===== config.mk =====
export PLATFORM = sky130hd
export DESIGN_NAME = xsw_lock_arb
export DESIGN_NICKNAME = d
export VERILOG_FILES = /design/src/rtl/xsw_lock_arb.sv
export SDC_FILE = /design/constraint.sdc
export NUM_CORES = 1
export LEC_CHECK = 0
export CAP_MARGIN = 15
export CORE_MARGIN = 2
export CORE_UTILIZATION = 50
export CTS_CLUSTER_DIAMETER = 30
export DETAILED_ROUTE_END_ITERATION = 10
export PLACE_DENSITY = 0.77
export SLEW_MARGIN = 0
export SYNTH_ARGS = -nofsm -noshare
export SYNTH_HDL_FRONTEND = slang
export SYNTH_SLANG_ARGS = --single-unit
export TNS_END_PERCENT = 100

===== constraint.sdc =====
create_clock -name clk -period 4 [get_ports clk]
set_clock_uncertainty 0.15 [all_clocks]
set_input_delay 0.8 -clock clk [delete_from_list [all_inputs] [get_ports clk]]
set_output_delay 0.8 -clock clk [all_outputs]
set_load 0.01 [all_outputs]

===== src/rtl/xsw_lock_arb.sv =====
// rtl/xsw_lock_arb.sv - round-robin output-slot arbiter with slot locking
// Optional lock timeout enabled by defining XSW_ARB_LOCK_TIMEOUT_EN.
module xsw_lock_arb #(
    parameter int N        = 4,
    parameter int LOCK_MAX = 15,
    parameter int TW       = 4
) (
    input  logic                 clk,
    input  logic                 rst,
    input  logic [N-1:0]         req,
    input  logic [N-1:0]         ocy,
    input  logic [N-1:0]         rel,
    input  logic                 en,
    output logic [N-1:0]         gnt,
    output logic [$clog2(N)-1:0] gnt_idx,
    output logic                 locked,
    output logic [$clog2(N)-1:0] lock_owner,
    output logic                 to_pulse
);

    localparam int IW = $clog2(N);

    typedef enum logic {IDLE = 1'b0, LOCK = 1'b1} state_t;

    state_t        state, state_nxt;
    logic [IW-1:0] ptr, ptr_nxt, owner_nxt;
    logic          timeout;
    logic          found;
    logic [IW-1:0] sel;
    int            jj;

    if (N < 2 || LOCK_MAX >= (1 << TW)) begin : g_bad_cfg
        $error("xsw_lock_arb: illegal N/LOCK_MAX/TW combination");
    end

    function automatic logic [IW-1:0] next_idx(input logic [IW-1:0] i);
        if (int'(i) == N - 1)
            return '0;
        else
            return i + 1'b1;
    endfunction

    // Grant is combinational so the mux select follows req in the same cycle.
    always_comb begin
        gnt     = '0;
        gnt_idx = '0;
        found   = 1'b0;
        sel     = '0;
        jj      = 0;
        if (!rst && en) begin
            if (state == LOCK) begin
                if (req[lock_owner] && !timeout) begin
                    gnt[lock_owner] = 1'b1;
                    gnt_idx         = lock_owner;
                end
            end else begin
                for (int k = 0; k < N; k++) begin
                    jj = int'(ptr) + k;
                    if (jj >= N)
                        jj = jj - N;
                    sel = IW'(jj);
                    if (!found && req[sel]) begin
                        found    = 1'b1;
                        gnt[sel] = 1'b1;
                        gnt_idx  = sel;
                    end
                end
            end
        end
    end

    always_comb begin
        state_nxt = state;
        ptr_nxt   = ptr;
        owner_nxt = lock_owner;
        case (state)
            IDLE: begin
                if (|gnt) begin
                    ptr_nxt = next_idx(gnt_idx);
                    if (ocy[gnt_idx] && !rel[gnt_idx]) begin
                        state_nxt = LOCK;
                        owner_nxt = gnt_idx;
                    end
                end
            end
            LOCK: begin
                if (timeout || ((|gnt) && rel[lock_owner])) begin
                    state_nxt = IDLE;
                    ptr_nxt   = next_idx(lock_owner);
                end
            end
            default: state_nxt = IDLE;
        endcase
    end

    always_ff @(posedge clk or posedge rst) begin
        if (rst) begin
            state      <= IDLE;
            ptr        <= '0;
            lock_owner <= '0;
        end else begin
            state      <= state_nxt;
            ptr        <= ptr_nxt;
            lock_owner <= owner_nxt;
        end
    end

    assign locked = (state == LOCK);

`ifdef XSW_ARB_LOCK_TIMEOUT_EN
    logic [TW-1:0] to_cnt;

    assign timeout = (state == LOCK) && (to_cnt == TW'(LOCK_MAX));

    // Counter rests at zero outside LOCK, so lock entry always starts from zero.
    always_ff @(posedge clk or posedge rst) begin
        if (rst) begin
            to_cnt   <= '0;
            to_pulse <= 1'b0;
        end else begin
            to_pulse <= timeout;
            if (state == IDLE || timeout || (|gnt))
                to_cnt <= '0;
            else
                to_cnt <= to_cnt + 1'b1;
        end
    end
`else
    assign timeout  = 1'b0;
    assign to_pulse = 1'b0;
`endif

endmodule


# Yosys cells after proc, flatten, opt, wreduce, memory -nomap -nowiden
# Index checks and enable logic that the tools add are counted.
[classes] addsub=9 magnitude_cmp=15 n_eq_ne=4 muxes=76 bitwise=4 reduce_logical=19
[ops] op="2-to-1 mux 4 bit" n=13
[ops] op="2-to-1 mux 2 bit" n=23
[ops] op="2-to-1 mux 1 bit" n=25
[ops] op="< comparator 2 x 3 -> 1 bit, second input constant" n=6
[ops] op="binary-select mux 1 bit (select 2 bit)" n=8
[ops] op="OR 4 bit" n=3
[ops] op="logical AND 1 bit" n=11
[ops] op="demux 1 bit (select 2 bit)" n=5
[ops] op=">= comparator 2 x 1 -> 1 bit, second input constant" n=5
[ops] op=">= comparator 3 bit, second input constant" n=3
[ops] op="subtractor 2 x 1 -> 2 bit, second input constant" n=4
[ops] op="adder 2 x 2 -> 3 bit, second input constant" n=2
[ops] op="logical NOT 1 bit" n=5
[ops] op="adder 2 x 1 -> 2 bit, second input constant" n=2
[ops] op="== test 2 x 1 -> 1 bit, second input constant" n=2
[ops] op="one-hot mux 2 bit (2 select lines)" n=1
[ops] op="OR reduction 4 bit" n=1
[ops] op="adder 2 x 1 -> 3 bit, second input constant" n=1
[ops] op=">= comparator 2 x 3 -> 1 bit, second input constant" n=1
[ops] op="AND reduction 3 bit" n=1
[ops] op="!= test 2 x 1 -> 1 bit, second input constant" n=1
[ops] op="!= test 2 bit, second input constant" n=1
[ops] op="one-hot mux 1 bit (2 select lines)" n=1
[ops] op="AND reduction 2 bit" n=1
[ops] op="NOT 1 bit" n=1
[totals] reg_bits=5 in_bits=15

# Longest topological paths before layout
# Gate-level depths: netlist (run 1).
[logic_depth] ltp_word=31 ltp_mapped=12 mapped_depth_nobuf=10

# Worst setup path before layout (run 1)
# Ideal clock, no wire load.
[synth_timing] kind="register -> register" startpoint="register ptr[1]" endpoint="register lock_owner[0]" setup_time_ns=0.128 arrival_time_ns=3.053 t_required_ns=3.722 slack_ns=0.670 stages_incl_launch_ff=13 path_buffers=2 period_less_slack_ns=3.330 path_cell_list="dfrtp_1 > clkbuf_1 > inv_1 > ha_1 > buf_6 > nand3b_1 > a21oi_2 > a2bb2oi_2 > o22ai_4 > or3b_2 > a21o_1 > a211oi_2 > mux2_1"
[synth_via] elab_chain_len=29 word_cells_on_any_way=95
[synth_rtl] element="start, declared" line="26" text="logic [IW-1:0] ptr, ptr_nxt, owner_nxt;"
[synth_rtl] element="start signal, assigned" line="103" text="ptr <= ptr_nxt;"
[synth_rtl] element=">= comparator 2 x 3 -> 1 bit / subtractor 2 x 1 -> 2 bit (equally long branches)" line="59, 60"
[synth_rtl] element="2-to-1 mux 2 bit" line="59" text="if (jj >= N)"
[synth_rtl] element="2-to-1 mux 2 bit" line="51" text="if (state == LOCK) begin"
[synth_rtl] element="2-to-1 mux 2 bit" line="50" text="if (!rst && en) begin"
[synth_rtl] element="binary-select mux 1 bit (select 2 bit)" line="62" text="if (!found && req[sel]) begin"
[synth_rtl] element="2-to-1 mux 1 bit (not written as such)" line="62"
[synth_rtl] element="2-to-1 mux 1 bit" line="62"
[synth_rtl] element="2-to-1 mux 1 bit" line="51"
[synth_rtl] element="(+14 left out)"
[synth_rtl] element="2-to-1 mux 2 bit (*)" line="51"
[synth_rtl] element="2-to-1 mux 2 bit (*)" line="50"
[synth_rtl] element="net gnt_idx[0]" line="15" text="output logic [$clog2(N)-1:0] gnt_idx,"
[synth_rtl] element="binary-select mux 1 bit (select 2 bit)" line="80" text="if (ocy[gnt_idx] && !rel[gnt_idx]) begin"
[synth_rtl] element="2-to-1 mux 1 bit (not written as such)" line="80"
[synth_rtl] element="logical NOT 1 bit" line="80"
[synth_rtl] element="logical AND 1 bit" line="80"
[synth_rtl] element="AND reduction 3 bit (no line)"
[synth_rtl] element="end signal, assigned" line="104" text="lock_owner <= owner_nxt;"
[synth_rtl] element="end, declared" line="17" text="output logic [$clog2(N)-1:0] lock_owner,"
# The timed path passes the listed nets; every way through them passes the cells marked *. The select of a mux whose other input is x is not followed.
# A chain may end at the register's enable or synchronous reset.

# Worst setup path in the final report (run 1)
[layout_timing] startpoint="input req[2]" endpoint="output gnt[0]"
[layout_via] elab_chain_len=20 word_cells_on_any_way=41
[layout_rtl] element="start, declared" line="10" text="input logic [N-1:0] req,"
[layout_rtl] element="binary-select mux 1 bit (select 2 bit)" line="62"
[layout_rtl] element="2-to-1 mux 1 bit (not written as such)" line="62"
[layout_rtl] element="2-to-1 mux 1 bit" line="62"
[layout_rtl] element="2-to-1 mux 1 bit" line="51"
[layout_rtl] element="2-to-1 mux 1 bit" line="50"
[layout_rtl] element="logical NOT 1 bit" line="62"
[layout_rtl] element="logical AND 1 bit" line="62"
[layout_rtl] element="2-to-1 mux 1 bit" line="62"
[layout_rtl] element="(+4 left out)"
[layout_rtl] element="2-to-1 mux 1 bit" line="62"
[layout_rtl] element="2-to-1 mux 1 bit" line="51"
[layout_rtl] element="2-to-1 mux 1 bit" line="50"
[layout_rtl] element="logical NOT 1 bit" line="62"
[layout_rtl] element="logical AND 1 bit" line="62"
[layout_rtl] element="2-to-1 mux 4 bit" line="62"
[layout_rtl] element="2-to-1 mux 4 bit (*)" line="51"
[layout_rtl] element="2-to-1 mux 4 bit (*)" line="50"
[layout_rtl] element="end, declared" line="14" text="output logic [N-1:0] gnt,"
# Every way passes the cells marked *; elsewhere a longest branch is shown, timed or not. The select of a mux whose other input is x is not followed.

==> results of run 1 <==
[what timing repair did]
action,CTS,global route
setup endpoints to repair,5,3
gates resized for setup,5,2
endpoints found under the hold margin,0,0
gates cloned,0,0
pin swaps,2,2
setup buffers,1,0
[state kept, by name (all words and copies together) (netlist names)]
| signal | cells |
|---|---|
| lock_owner | 2 |
| locked | 1 |
| ptr | 2 |
[synth_stat cells (all sizes together)]
| library cell | number | area (µm²) |
|---|---|---|
| ha | 11 | 137.6 |
| nand2 | 11 | 41.29 |
| a21oi | 9 | 48.80 |
| buf | 9 | 65.06 |
| inv | 9 | 33.78 |
| mux2i | 9 | 90.09 |
| a21o | 8 | 60.06 |
| o21ai | 7 | 42.54 |
| nand3 | 6 | 30.03 |
| a31oi | 5 | 56.31 |
| dfrtp | 5 | 125.1 |
| nor2 | 5 | 18.77 |
| and2 | 4 | 25.02 |
| clkbuf | 4 | 45.04 |
| mux2 | 4 | 45.04 |
| nand2b | 4 | 25.02 |
| o22ai | 4 | 38.79 |
| a211oi | 3 | 27.52 |
| nand3b | 3 | 22.52 |
| nor3b | 3 | 22.52 |
| or3 | 3 | 30.03 |
| mux4 | 2 | 45.04 |
| nor4 | 2 | 18.77 |
| or3b | 2 | 17.52 |
| a2111oi | 1 | 15.01 |
| a22oi | 1 | 12.51 |
| a2bb2oi | 1 | 15.01 |
| a311oi | 1 | 8.760 |
| and3b | 1 | 10.01 |
| conb | 1 | 3.750 |
| nor3 | 1 | 5.000 |
| o21a | 1 | 7.510 |
| o32a | 1 | 11.26 |
| o32ai | 1 | 16.27 |
| or2b | 1 | 8.760 |
| xor2 | 1 | 8.760 |
[worst register-to-register path, stage by stage, from the launching register on]
cell and delay, ps:
dfrtp_1 380, inv_1 160, ha_1 280, buf_4 190, nand3b_1 180, a21oi_2 170
a2bb2oi_2 220, o22ai_4 90, buf_4 170, or3b_2 440, a21o_1 200, a211oi_2 260
mux2_1 340
[per-stage QoR]
stage,setup slack [ps],hold slack (ps),cells,util (%),power (µW)
2_1_floorplan,669.5,428.5,144,-,580.0
6_report,128.3,574.1,207,65.21,803.0
5_1_grt,1.784,613.6,207,65.21,868.7
3_5_place_dp,-101.9,547.0,202,63.91,741.8
3_3_place_gp,-31.73,525.1,202,63.91,722.6
4_1_cts,36.55,556.9,207,65.06,800.4
[worst min-delay path by stage]
stage                 from            end  slack (ps)  cells past startpoint
CTS                 ptr[1]         ptr[1]         560                      2
global route        ptr[1]         ptr[1]         610                      2
detailed placement  ptr[1]         ptr[1]         550                      2
floorplan              rst  lock_owner[0]         430                      1
finish              ptr[1]         ptr[1]         570                      2
global placement    ptr[1]         ptr[1]         530                      2
[report_power, final]
group	leakage, µW	switching [µW]	internal [µW]
combinational	0.000604	325	296
clock	0.0000150	19.9	37.7
sequential	0.0000634	54.2	70.0
[kinds of logic (layout without fill, tap and decap cells)]
group,Yosys count,count (layout),synth area share (%)
compound gates,43,43,29.18
fa+ha+maj,11,11,11.14
simple gates,46,46,22.29
xor+xnor,1,1,0.7093
other cells,1,1,0.3037
flops,5,5,10.13
buf+inv,22,55,11.65
mux,15,15,14.59
[metal layers]
metal	global-route usage, %	part of all wire, %	vias to the layer above
met5	0	0	-
li1	-	-	590
met3	2.222	3.6	6
met4	7.692	0.86	0
met2	41.46	49	39
met1	32.32	46	564
[layout make-up]
class                      count  area [µm²]
clock buffer                   4       26.28
fill                         196       838.3
inverter                       9       33.78
multi-input combinational    117       965.9
sequential                     5       125.1
tap                           30       37.54
timing repair buffer          42       382.9
==> flow_metrics.env, run 1 <==
export IMPL_status="finished, final reports clean"
export IMPL_regToRegStartpoint="ptr[1]"
export IMPL_ant_nets=0
export IMPL_hold_viol=0
export IMPL_num_io_pins=25
export IMPL_grt_util_all_layers_pct=24.41
export IMPL_placed_area_um2=1540
export IMPL_drt_initial_drc_count=28
export IMPL_fin_crit_ps=3872
export IMPL_gp_congestion=0.8765
export IMPL_critPathBufInv=3
export IMPL_synth_area_per_cell_um2=8.576
export IMPL_vias=1199
export IMPL_cts_tree="yes"
export IMPL_crit_type="in -> out"
export IMPL_worstPathMaxFanout=4
export IMPL_area_growth_pct=27.25
export IMPL_final_cell_mix="buf_4, clkdlybuf4s50_1, nand2_1, ha_1, mux2i_1"
export IMPL_cp_end_kind="primary output"
export IMPL_die_height_um=53.70
export IMPL_slowest_delay_ps=470
export IMPL_ys_types=49
export IMPL_die_area_um2=2883
export IMPL_slew_viol_final=0
export IMPL_vdd_drop_max_v=0.0004431
export IMPL_synth_nets=170
export IMPL_dpl_hpwl_mm=2.429
export IMPL_setup_viol=0
export IMPL_viasPerCell=5.792
export IMPL_design_final_nets=204
export IMPL_p_leak_uw=0.0006822
export IMPL_max_freq_mhz=258.3
export IMPL_clock_sinks=5
export IMPL_crit_cells=8
export IMPL_route_detailed_drc=0
export IMPL_worstHoldPathType="reg -> reg"
export IMPL_avgRoutedWirePerCell_um=15.17
export IMPL_cp_slowest_cell="clkdlybuf4s50_1"
export IMPL_htree_levels=1
export IMPL_crit_family="buffers and inverters"
export IMPL_r2r_slack_ps=640
export IMPL_stdcell_area_um2=1572
export IMPL_drv_cap=0
export IMPL_crit_arrival_ps=2920
export IMPL_required_ps=3050
export IMPL_rr_worst_depth=12
export IMPL_clk_pin_slew_worst_paths_ps=40
export IMPL_power_density_nw_per_um2=511.0
export IMPL_std_cell_rows=18
export IMPL_fin_crit_sh_pct=96.79
export IMPL_syn_inst=144
export IMPL_start_kind="input pin"
export IMPL_antenna_found_initial=0
export IMPL_relSlewSlack_pct=54.40
export IMPL_grt_overflow=0
export IMPL_endpoint="gnt[0]"
export IMPL_worstMarginPinSlew_ps=684.1
export IMPL_clockRootBuffer="clkbuf_4"
export IMPL_worstSkewPairLatency_ps=240
export IMPL_synth_warnings=0
export IMPL_grt_pass1_vias=1182
export IMPL_synth_seq_area_share_pct=10.13
export IMPL_n_antenna_cell=0
export IMPL_start_util_pct=51.25
export IMPL_grt_start_max_net_pins=23
export IMPL_drive_gt1_share_pct=26.55
export IMPL_io_buffers=23
export IMPL_synth_ff_latch_count=5
export IMPL_routed_wirelength_mm=3.140
export IMPL_firstDrtPassIters=4
export IMPL_hold_buffers=0
export IMPL_cp_cell_sequence="clkdlybuf4s50_1 -> or3b_1 -> a2111oi_2 -> or3_4 -> buf_4 -> a21oi_1 -> a31oi_2 -> dlygate4sd2_1"
export IMPL_grt_first_pass_wirelength_mm=5.209
export IMPL_syn_cell_area_um2=1235
export IMPL_cts_buffers_inserted=3
export IMPL_r2r_end="lock_owner[0]"
export IMPL_rsz0062_at_grt="false"
export IMPL_cts_max_path_buffers=2
export IMPL_critPathLaunch="req[2]"
export IMPL_die_x_um=53.70
export IMPL_layout_commonest_cell="buf_4"
export IMPL_coreArea_um2=2410
export IMPL_finalSetupTns_ps=0
Note: power is estimated with default switching activity, not from simulation.
==> inputs of run 2 (changes only) <==
--- a/config.mk
+++ b/config.mk
@@ -8,6 +8,7 @@
 export CAP_MARGIN = 15
 export CORE_MARGIN = 2
 export CORE_UTILIZATION = 50
+export CTS_BUF_LIST = sky130_fd_sc_hd__clkbuf_8
 export CTS_CLUSTER_DIAMETER = 30
 export DETAILED_ROUTE_END_ITERATION = 10
 export PLACE_DENSITY = 0.77
==> run 2 against run 1 <==
- critical path type unchanged
- final cell count did not move
- fmax barely moved
- routed wire length rose by 2.5%
- power rose by 4.5%
- first-iteration DRC count rose by 36%
- final area rose by 1.2%
- global-route usage rose by 0.58 points
- highest routed layer unchanged
- register-to-register slack barely moved
- largest power group unchanged
- critical path depth did not move
- flip-flop and latch count did not move
- combinational power barely moved
==> flow_metrics.env, run 2 (synthesized netlist as in run 1, its figures left out) <==
export IMPL_status="finished, final reports clean"
export IMPL_final_cell_mix="buf_4, clkdlybuf4s50_1, nand2_1, ha_1"
export IMPL_worstSkewPairLatency_ps=220
export IMPL_cts_max_path_buffers=2
export IMPL_relSlewSlack_pct=52.88
export IMPL_hp_start="ptr[1]"
export IMPL_ant_nets=0
export IMPL_p_int_uw=432.3
export IMPL_drv_cap=0
export IMPL_clockRootBuffer="clkbuf_8"
export IMPL_regToRegStartpoint="ptr[1]"
export IMPL_cts_tree="yes"
export IMPL_grt_util_all_layers_pct=24.99
export IMPL_p_sw_uw=406.6
export IMPL_power_uw=838.9
export IMPL_routed_wirelength_mm=3.217
export IMPL_rr_worst_depth=12
export IMPL_clk_pin_slew_worst_paths_ps=30
export IMPL_viasPerCell=5.734
export IMPL_grt_overflow=0
export IMPL_vias=1187
export IMPL_cp_cell_sequence="clkdlybuf4s50_1 -> or3b_1 -> a2111oi_2 -> or3_4 -> buf_4 -> a21oi_1 -> a31oi_2 -> dlygate4sd2_1"
export IMPL_fin_crit_ps=3874
export IMPL_drive_gt1_share_pct=26.55
export IMPL_vdd_drop_max_v=0.0004431
export IMPL_route_detailed_drc=0
export IMPL_combPwrFrac_pct=74.4
export IMPL_die_x_um=53.70
export IMPL_cp_end_kind="primary output"
export IMPL_design_final_nets=204
export IMPL_gp_congestion=0.8765
export IMPL_crit_type="in -> out"
export IMPL_pwr_share_seq_pct=14.8
export IMPL_clock_sinks=5
export IMPL_coreArea_um2=2410
export IMPL_htree_levels=1
export IMPL_whs_endpoint="ptr[1]"
export IMPL_p_leak_uw=0.0006942
export IMPL_worstPathMaxFanout=4
export IMPL_cp_slowest_cell="clkdlybuf4s50_1"
export IMPL_avgRoutedWirePerCell_um=15.54
export IMPL_n_antenna_cell=0
export IMPL_max_freq_mhz=258.1
export IMPL_die_height_um=53.70
export IMPL_firstDrtPassIters=4
export IMPL_worstMarginPinSlew_ps=706.8
export IMPL_fill_cells=192
export IMPL_slowest_delay_ps=470
export IMPL_die_area_um2=2883
export IMPL_crit_arrival_ps=2920
export IMPL_grt_pass1_vias=1180
export IMPL_required_ps=3050
export IMPL_r2r_end="lock_owner[0]"
export IMPL_holdPathStages=2
export IMPL_start_util_pct=51.25
export IMPL_power_density_nw_per_um2=527.5
export IMPL_start_kind="input pin"
export IMPL_cts_buffers_inserted=3
export IMPL_swShare_pct=48.47
export IMPL_drt_initial_drc_count=38
export IMPL_antenna_found_initial=0
export IMPL_rsz0062_at_grt="false"
export IMPL_layout_commonest_cell="buf_4"
export IMPL_dpl_hpwl_mm=2.429
export IMPL_grt_start_max_net_pins=23
export IMPL_worstHoldPathType="reg -> reg"
export IMPL_final_util_pct=65.99
export IMPL_setup_viol=0
export IMPL_hold_viol=0
export IMPL_std_cell_rows=18
export IMPL_num_io_pins=25
export IMPL_r2r_slack_ps=640
export IMPL_grt_first_pass_wirelength_mm=5.368
export IMPL_pwr_share_clk_pct=10.8
export IMPL_io_buffers=23
export IMPL_fin_crit_sh_pct=96.85
export IMPL_hold_buffers=0
export IMPL_slew_viol_final=0
export IMPL_area_growth_pct=28.77
## run 2: how the worst max path moves through the flow
stage	from	end	slack (ps)	cells after the start
floorplan	ptr[1]	lock_owner[0]	670	12
global placement	req[2]	gnt[1]	-30	7
detailed placement	req[2]	gnt[2]	-100	7
CTS	req[2]	gnt_idx[0]	40	8
global route	req[2]	gnt[2]	0.2	8
finish	req[2]	gnt[0]	130	8
## run 2: metrics by stage
step / setup WS (ps) / cells / setup TNS, ps / instance area, µm² / hold WS [ps]
CTS: 36.44 / 207 / 0 / 1587 / 555.3
detailed placement: -101.9 / 202 / -364.2 / 1540 / 547.0
finish: 126.0 / 207 / 0 / 1590 / 551.3
global placement: -31.73 / 202 / -120.7 / 1540 / 525.1
global route: 0.1712 / 207 / 0 / 1590 / 610.7
floorplan: 669.5 / 144 / 0 / 1235 / 428.5
## run 2: cell type report
cell class | instances | area (µm²) | area share [%]
clock buffer | 3 | 41.29 | 2.596
clock inverter | 1 | 3.754 | 0.2360
inverter | 9 | 33.78 | 2.124
multi-input combinational | 117 | 965.9 | 60.74
sequential | 5 | 125.1 | 7.868
tap | 30 | 37.54 | 2.360
timing repair buffer | 42 | 382.9 | 24.08
## run 2: what timing repair did
item,4_1_cts,5_1_grt
endpoints found under the setup margin,5,4
gates resized for setup,5,2
setup buffers,1,0
pin swaps,1,3
## run 2: per-layer routing
layer	routed length [µm]	track usage, %	vias to the layer above
li1	-	-	590
met2	1595	43.70	34
met4	19	4.274	0
met1	1497	33.33	561
met3	104	2.500	2
met5	0	0	-
## run 2: worst max-delay path: cells and delay by family
family                 cells  cell delay (ps)
AO/OA/AOI/OAI              3              680
buffers and inverters      3              880
AND/OR/NAND/NOR            2              550
## run 2: power groups by stage
| stage | logic [µW] | registers, µW | clock network [µW] |
|---|---|---|---|
| floorplan | 480 | 99.8 | 0 |
| global placement | 601 | 122 | 0 |
| detailed placement | 618 | 124 | 0 |
| CTS | 620 | 123 | 91.6 |
| global route | 678 | 131 | 96.9 |
| finish | 624 | 124 | 90.8 |
==> inputs of run 3 (changes only) <==
--- a/config.mk
+++ b/config.mk
@@ -12,8 +12,8 @@
 export CTS_CLUSTER_DIAMETER = 30
 export DETAILED_ROUTE_END_ITERATION = 10
 export PLACE_DENSITY = 0.77
+export SKIP_CTS_REPAIR_TIMING = 1
 export SLEW_MARGIN = 0
 export SYNTH_ARGS = -nofsm -noshare
 export SYNTH_HDL_FRONTEND = slang
 export SYNTH_SLANG_ARGS = --single-unit
-export TNS_END_PERCENT = 100
==> constraint.sdc (replaced) <==
create_clock -name clk -period 4.9 [get_ports clk]
set_clock_uncertainty 0.15 [all_clocks]
set_input_delay 0.98 -clock clk [delete_from_list [all_inputs] [get_ports clk]]
set_output_delay 0.98 -clock clk [all_outputs]
set_load 0.01 [all_outputs]
==> run 3 against run 2 <==
- count of clock-buffer cells in the layout is the same
- critical endpoint is now gnt[3]
- worst setup slack gained 150 ps
- worst hold slack improved by 85 ps
- sequential power down 14%
- final cell count down 7.2%
- routed wire length shrank 7.9%
- final area shrank 7.7%
- largest cell class unchanged
- power shrank 23%
- non-clock buffer count decreased by 15
==> flow_metrics.env, run 3 (synthesized netlist as in run 1, its figures left out) <==
export IMPL_drv_cap=0
export IMPL_clockRootBuffer="clkbuf_8"
export IMPL_r2r_slack_ps=1160
export IMPL_cts_max_path_buffers=2
export IMPL_finalSetupTns_ps=0
export IMPL_route_detailed_drc=0
export IMPL_start_kind="input pin"
export IMPL_worstMarginPinSlew_ps=678.7
export IMPL_grt_first_pass_wirelength_mm=4.988
export IMPL_hp_start="ptr[1]"
export IMPL_power_density_nw_per_um2=437.5
export IMPL_r2r_end="lock_owner[0]"
export IMPL_cp_end_kind="primary output"
export IMPL_required_ps=3770
export IMPL_area_growth_pct=18.85
export IMPL_rsz0062_at_grt="false"
export IMPL_placedCellCount=188
export IMPL_clock_sinks=5
export IMPL_ant_nets=0
export IMPL_gp_congestion=0.8161
export IMPL_grt_overflow=0
export IMPL_crit_type="in -> out"
export IMPL_slew_viol_final=0
export IMPL_die_height_um=53.70
export IMPL_firstDrtPassIters=4
export IMPL_setup_viol=0
export IMPL_fin_crit_sh_pct=94.44
export IMPL_p_leak_uw=0.0005812
export IMPL_design_final_nets=189
export IMPL_fin_crit_ps=4628
export IMPL_status="finished, final reports clean"
export IMPL_final_cell_mix="clkdlybuf4s50_1, nand2_1, ha_1"
export IMPL_layout_commonest_cell="clkdlybuf4s50_1"
export IMPL_std_cell_rows=18
export IMPL_cts_buffers_inserted=3
export IMPL_n_antenna_cell=0
export IMPL_hold_viol=0
export IMPL_rr_worst_depth=10
export IMPL_clk_pin_slew_worst_paths_ps=30
export IMPL_antenna_found_initial=0
export IMPL_viasPerCell=5.911
export IMPL_io_buffers=23
export IMPL_drive_gt1_share_pct=19.75
export IMPL_num_io_pins=25
export IMPL_holdPathStages=1
export IMPL_crit_arrival_ps=3500
export IMPL_worstHoldPathType="reg -> reg"
export IMPL_power_uw=642.1
export IMPL_regToRegStartpoint="ptr[1]"
export IMPL_die_area_um2=2883
export IMPL_stdcell_area_um2=1468
export IMPL_vias=1135
export IMPL_max_freq_mhz=216.1
export IMPL_relSlewSlack_pct=54.76
export IMPL_final_cells=192
export IMPL_avgRoutedWirePerCell_um=15.44
export IMPL_start_util_pct=51.25
export IMPL_grt_util_all_layers_pct=22.89
export IMPL_worstPathMaxFanout=15
export IMPL_grt_pass1_vias=1100
export IMPL_worstSkewPairLatency_ps=220
export IMPL_drt_initial_drc_count=26
export IMPL_dpl_hpwl_mm=2.239
export IMPL_coreArea_um2=2410
export IMPL_grt_start_max_net_pins=23
export IMPL_htree_levels=1
export IMPL_vdd_drop_max_v=0.0003751
export IMPL_fill_cells=209
export IMPL_whs_endpoint="ptr[1]"
export IMPL_routed_wirelength_mm=2.964
export IMPL_die_x_um=53.70
export IMPL_placed_area_um2=1423
export IMPL_cts_tree="yes"
[run 3: power by group]
part	internal [µW]	switching, µW
Sequential	57.2	49.6
Combinational	213	251
Clock	53.5	18.4
Total	324	318
[run 3: through the flow]
step | hold WS, ps | util (%) | setup WS, ps
CTS | 633.3 | 60.90 | 284.6
global placement | 600.1 | 59.03 | 340.4
global route | 684.7 | 60.90 | 131.6
floorplan | 590.3 | - | 1407
detailed placement | 611.9 | 59.03 | 305.9
finish | 636.4 | 60.90 | 272.4
[run 3: area by class of cell]
| cell class | count | area [µm²] | area share [%] |
|---|---|---|---|
| tap | 30 | 37.54 | 2.558 |
| timing repair buffer | 27 | 260.3 | 17.73 |
| sequential | 5 | 125.1 | 8.525 |
| clock inverter | 1 | 3.754 | 0.2558 |
| clock buffer | 3 | 41.29 | 2.813 |
| multi-input combinational | 117 | 965.9 | 65.81 |
| inverter | 9 | 33.78 | 2.302 |
[run 3: worst max-delay path, stage by stage]
cell	delay [ps]
clkdlybuf4s50_1	680
mux2i_1	320
nor2_1	60
a21oi_1	430
mux2i_1	190
a31oi_2	250
clkdlybuf4s50_1	580
[run 3: routing by layer]
metal	vias up	GRT usage, %	share of wire, %
li1	559	-	-
met1	551	31.59	48
met2	23	38.41	50
met3	2	1.111	2.0
met4	0	6.410	0.30
met5	-	0	0
[run 3: worst max path at each step]
stage / start / to / slack (ps) / cells past startpoint
3_5_place_dp: req[1] / gnt[2] / 310 / 7
4_1_cts: req[1] / gnt[2] / 280 / 7
2_1_floorplan: ptr[1] / gnt_idx[1] / 1410 / 9
5_1_grt: req[1] / gnt[3] / 130 / 7
3_3_place_gp: req[1] / gnt[0] / 340 / 7
6_report: req[1] / gnt[3] / 270 / 7
